--- src/rtl/bus_irq_controller_if.sv ---
// Bus interface between the RV32 CPU and the interrupt controller.
//   address : byte address from the CPU
//   we      : single-cycle write strobe, qualifies wdata
//   wdata   : write data from the CPU
//   rdata   : registered read data back to the CPU read mux
// Modports: master (CPU side), slave (peripheral side).
interface bus_irq_controller_if #(
  parameter int unsigned ADDR_WIDTH = 32,
  parameter int unsigned DATA_WIDTH = 32
);
  logic [ADDR_WIDTH-1:0] address;
  logic                  we;
  logic [DATA_WIDTH-1:0] wdata;
  logic [DATA_WIDTH-1:0] rdata;

  modport master (output address, output we, output wdata, input rdata);
  modport slave  (input address, input we, input wdata, output rdata);
endinterface

--- src/rtl/bus_irq_controller.sv ---
// Memory-mapped interrupt controller. Synchronises NUM_SRC asynchronous sources,
// latches them into pending bits (edge or level mode per source) and drives a
// single registered interrupt request to the CPU.
// Ports:
//   clk_i     : system clock, rising edge
//   reset_i   : synchronous active-high reset
//   bus       : CPU bus slave (address, we, wdata in; registered rdata out)
//   irq_src_i : asynchronous interrupt sources, active-high
//   irq_o     : registered interrupt request to the CPU
// Register map (byte offsets): 0x00 PENDING RO, 0x04 ENABLE RW, 0x08 EDGE RW,
// 0x0C CLEAR WO (reads 0), 0x10 ID RO (lowest pending&enabled, all-ones if none).
module bus_irq_controller #(
  parameter int unsigned ADDR_WIDTH = 32,
  parameter int unsigned DATA_WIDTH = 32,
  parameter logic [ADDR_WIDTH-1:0] BASE_ADDR = 32'h0000_9100,
  parameter int unsigned NUM_SRC = 8
) (
  input  logic                      clk_i,
  input  logic                      reset_i,
  bus_irq_controller_if.slave       bus,
  input  logic [NUM_SRC-1:0]        irq_src_i,
  output logic                      irq_o
);

  localparam logic [ADDR_WIDTH-1:0] AddrPending = BASE_ADDR;
  localparam logic [ADDR_WIDTH-1:0] AddrEnable  = BASE_ADDR + ADDR_WIDTH'(32'h04);
  localparam logic [ADDR_WIDTH-1:0] AddrEdge    = BASE_ADDR + ADDR_WIDTH'(32'h08);
  localparam logic [ADDR_WIDTH-1:0] AddrClear   = BASE_ADDR + ADDR_WIDTH'(32'h0C);
  localparam logic [ADDR_WIDTH-1:0] AddrId      = BASE_ADDR + ADDR_WIDTH'(32'h10);

  logic [NUM_SRC-1:0]    sync1_q, sync2_q, prev_q;
  logic [NUM_SRC-1:0]    pending_q, pending_d;
  logic [NUM_SRC-1:0]    enable_q, edge_mode_q;
  logic [DATA_WIDTH-1:0] rdata_q, rdata_d;
  logic                  irq_q;

  logic [NUM_SRC-1:0]    rise, clr, active;
  logic [DATA_WIDTH-1:0] id_val;
  logic                  wr_enable, wr_edge, wr_clear;

  assign wr_enable = bus.we && (bus.address == AddrEnable);
  assign wr_edge   = bus.we && (bus.address == AddrEdge);
  assign wr_clear  = bus.we && (bus.address == AddrClear);

  assign rise   = sync2_q & ~prev_q;
  assign clr    = wr_clear ? bus.wdata[NUM_SRC-1:0] : '0;
  assign active = pending_q & enable_q;

  // Edge mode: a rise in the same cycle as a clear wins. Level mode tracks sync2.
  always_comb begin
    pending_d = '0;
    for (int i = 0; i < int'(NUM_SRC); i++) begin
      if (edge_mode_q[i]) pending_d[i] = (pending_q[i] & ~clr[i]) | rise[i];
      else                pending_d[i] = sync2_q[i];
    end
  end

  // Scan high to low so the lowest active index is the last one written.
  always_comb begin
    id_val = '1;
    for (int i = int'(NUM_SRC) - 1; i >= 0; i--) begin
      if (active[i]) id_val = DATA_WIDTH'(i);
    end
  end

  always_comb begin
    rdata_d = '0;
    if (!bus.we) begin
      case (bus.address)
        AddrPending: rdata_d = DATA_WIDTH'(pending_q);
        AddrEnable:  rdata_d = DATA_WIDTH'(enable_q);
        AddrEdge:    rdata_d = DATA_WIDTH'(edge_mode_q);
        AddrId:      rdata_d = id_val;
        default:     rdata_d = '0;
      endcase
    end
  end

  always_ff @(posedge clk_i) begin
    if (reset_i) begin
      sync1_q     <= '0;
      sync2_q     <= '0;
      prev_q      <= '0;
      pending_q   <= '0;
      enable_q    <= '0;
      edge_mode_q <= '0;
      rdata_q     <= '0;
      irq_q       <= 1'b0;
    end else begin
      sync1_q   <= irq_src_i;
      sync2_q   <= sync1_q;
      prev_q    <= sync2_q;
      pending_q <= pending_d;
      if (wr_enable) enable_q    <= bus.wdata[NUM_SRC-1:0];
      if (wr_edge)   edge_mode_q <= bus.wdata[NUM_SRC-1:0];
      rdata_q   <= rdata_d;
      irq_q     <= |active;
    end
  end

  assign bus.rdata = rdata_q;
  assign irq_o     = irq_q;

endmodule
--- src/flat_wrapper.sv ---
// flat-port wrapper written by rule: the top's interface ports become plain ports
module bus_irq_controller_flat 
#(
  parameter int unsigned ADDR_WIDTH = 32,
  parameter int unsigned DATA_WIDTH = 32,
  parameter logic [ADDR_WIDTH-1:0] BASE_ADDR = 32'h0000_9100,
  parameter int unsigned NUM_SRC = 8
)
  (clk_i, reset_i, irq_src_i, irq_o, bus_address, bus_we, bus_wdata, bus_rdata);
  bus_irq_controller_if #(.ADDR_WIDTH(ADDR_WIDTH), .DATA_WIDTH(DATA_WIDTH)) bus_i ();
  input  logic clk_i;
  input  logic reset_i;
  input  logic [NUM_SRC-1:0] irq_src_i;
  output logic irq_o;
  input wire logic [$bits(bus_i.address)-1:0] bus_address;
  input wire logic [$bits(bus_i.we)-1:0] bus_we;
  input wire logic [$bits(bus_i.wdata)-1:0] bus_wdata;
  output wire logic [$bits(bus_i.rdata)-1:0] bus_rdata;
  assign bus_i.address = bus_address;
  assign bus_i.we = bus_we;
  assign bus_i.wdata = bus_wdata;
  assign bus_rdata = bus_i.rdata;
  bus_irq_controller #(.ADDR_WIDTH(ADDR_WIDTH), .DATA_WIDTH(DATA_WIDTH), .BASE_ADDR(BASE_ADDR), .NUM_SRC(NUM_SRC)) u_core (.clk_i(clk_i), .reset_i(reset_i), .bus(bus_i), .irq_src_i(irq_src_i), .irq_o(irq_o));
endmodule
--- config.mk ---
export PLATFORM = sky130hd
export DESIGN_NAME = bus_irq_controller_flat
export DESIGN_NICKNAME = d
export VERILOG_FILES = /design/src/rtl/bus_irq_controller_if.sv /design/src/rtl/bus_irq_controller.sv /design/src/flat_wrapper.sv
export SDC_FILE = /design/constraint.sdc
export NUM_CORES = 1
export LEC_CHECK = 0
export ABC_AREA = 1
export CORE_AREA = 10 10 87 89
export DETAILED_ROUTE_END_ITERATION = 10
export DIE_AREA = 0 0 97 99
export HOLD_SLACK_MARGIN = 0.02
export PLACE_DENSITY_LB_ADDON = 0.1
export SLEW_MARGIN = 30
export SYNTH_ARGS = -nofsm -noshare
export SYNTH_HDL_FRONTEND = slang
export SYNTH_SLANG_ARGS = --single-unit
--- constraint.sdc ---
create_clock -name clk_i -period 2.52 [get_ports clk_i]
set_input_delay 0.504 -clock clk_i [delete_from_list [all_inputs] [get_ports clk_i]]
set_output_delay 0.504 -clock clk_i [all_outputs]
set_load 0.01 [all_outputs]
==> run metrics <==
ant diodes 0; CTS tree yes; die height 99 um; Synth Register Bits 58; fraction of layout cells with a size suffix above 1 0.102; worst-path fanout max 24; hpwl dp around 4700 um; crit-path cells clkdlybuf4s50_1; Routed Antenna Nets 0; Die ar. 9600 sq um; Rows 28; worst slew pin tran ~600 ps; PortBufs between 80 and 90; non-filler instance count after layout 518; sequential cell area fraction in the yosys report 0.432; post-synthesis cell type count 24; crit path time final ~2200 ps; Worst setup SP type flip-flop; Worst-path clk slew ~60 ps; global-route usage over all layers 0.128; drt wl/cell 11.6 um; WS Path Type flip-flop to output pin; largest net degree at the start of global routing 25; H-Tree Depth 3; nets@finish between 500 and 600; Pwr Density 526 nW/um^2; status complete, no violations; core area roughly 5900 sq um; relative slew slack 0.597; Critical Path AT 1700 ps; P_leak approximately 0.0015 uW; clock buffer depth 2; 1st-iter DRT viols roughly 100; hold_buf cts 0; Period Utilization, post-route 0.873; DIE WIDTH around 97 um; vias in the first global route approximately 2,300; global-route wire length before repair roughly 10,000 um; slowest CP cell dfxtp_1; type of destination of the critical path output pin; global placement routability congestion 0.784; syn_nets 446; GRT Residual Overflow 0; via count ~2,400; Starting Density 0.459; Initial DRT Pass Iterations 5; most common cell after layout, fill and taps aside clkdlybuf4s50_1; Layout Utilization 0.616; Final WS setup between 300 and 400 ps; # IOs 108; # resized after CTS 0; initial antenna violation count 0; # DRC 0; Total Wirelength approximately 6000 um; final setup vio count 0; area grow syn2layout 34.2%; Peak Freq roughly 450 MHz; placed cell count between 500 and 600; clock net sink count 58; drt via density between 4 and 5; Slew Limit Fails 0; unrepaired setup endpoints after global routing false; Fin Setup TNS 0 ps; Yosys top cell area share 0.432; most frequent cells in the layout clkdlybuf4s50_1 (83), nor2_1 (80), nand2_1 (72); Inserted Clock Buffers 9; CP top delay family flip-flops; root buf cell clkbuf_8; Max Cap Violations 0; critical path buffer and inverter count 1; class of the worst hold path flip-flop to flip-flop; Worst Path Required between 2000 and 2500 ps; Worst Skew 8.72 ps; Post-Synthesis Cells around 370; Synth Warn # 0; largest cells by area after synthesis dfxtp_1 (43%), nor2_1 (11%), nand2_1 (10%); Worst-Skew Late Latency 330 ps; Worst VDD drop between 0.4 and 0.5 mV; Post-Syn Area about 2700 sq um; Fin. Hold Viols 0; area leader, netlist dfxtp_1; crit-path max cell delay 700 ps; post-CTS setup buffers 0; Mean Syn Cell Area around 7.2 sq um; post-place setup slack about 350 ps
[worst paths after layout]
kind	start	endpoint	slack [ps]	cells after the start
hold reg to reg	u_core.sync1_q[7]$_SDFF_PP0_	u_core.sync2_q[7]$_SDFF_PP0_	400	2
hold / removal	u_core.sync1_q[7]$_SDFF_PP0_	u_core.sync2_q[7]$_SDFF_PP0_	400	2
setup reg to reg	u_core.pending_q[2]$_SDFF_PP0_	u_core.bus.rdata[6]$_SDFF_PP0_	940	7
setup / recovery	u_core.bus.rdata[30]$_SDFF_PP0_	bus_rdata[11]	320	1
[per-stage QoR]
stage          cell area [sq um]  total power [uW]  hold slack, ps
6_report                    3600              1900             403
5_1_grt                     3600              1970             427
4_1_cts                     3600              1920             403
3_5_place_dp                3420              1110             395
3_3_place_gp                3420              1100             389
2_1_floorplan               2690              1010             388
[logic make-up (layout without fill, tap and decap cells)]
kind of cell | Yosys count | after routing | share of synthesized area
buf+inv | 71 | 143 | 0.139
compound gates | 31 | 31 | 0.0592
flops | 58 | 58 | 0.432
simple gates | 211 | 211 | 0.370
[cell usage after synthesis]
cell type / count
a21oi_1: 9
nor2_8: 2
dfxtp_1: 58
buf_4: 23
nor3_4: 1
clkbuf_1: 4
nand2_1: 72
inv_2: 1
nor2_4: 3
o21ai_1: 7
nor2_2: 10
buf_1: 1
clkinv_4: 1
nand3_2: 1
nand2_4: 5
o21ai_0: 14
o21ai_2: 1
inv_1: 39
nand2_2: 2
nand3_1: 22
nor2_1: 80
nand4_1: 12
buf_6: 2
nor3_1: 1
[power breakdown]
group	internal, uW	total (uW)	leakage, uW	switching, uW
sequential	935	942	0.000472	6.81
clock	449	810	0.0000958	361
combinational	87.4	142	0.000971	55.0
total	1470	1900	0.00154	423
[registers in the layout, summed over array words and instances (netlist names)]
register,cells
u_core.bus.rdata,9
u_core.edge_mode_q,8
u_core.enable_q,8
u_core.pending_q,8
u_core.prev_q,8
u_core.sync1_q,8
u_core.sync2_q,8
u_core.irq_o,1
[worst reg2reg max path, stage by stage, from the launching register on]
cell and delay (ps):
dfxtp_1 330, nand2_1 100, nand2_1 90, nor3_1 510, nand2_1 220, o21ai_0 130
nor2_1 60, nor2_1 80
[layout make-up]
class	instances	area, sq um
tap	75	93.8
inverter	41	159
timing repair buffer	86	853
clock buffer	10	128
sequential	58	1160
fill	533	2250
clock inverter	6	57.6
multi-input combinational	242	1150
[routing by layer]
layer	wire length (um)	track usage	part of all wire
met4	72	0.0590	0.012
met3	474	0.0475	0.079
met2	2680	0.197	0.44
met5	0	0	0
met1	2800	0.154	0.46
(Power assumes the default switching activity.)
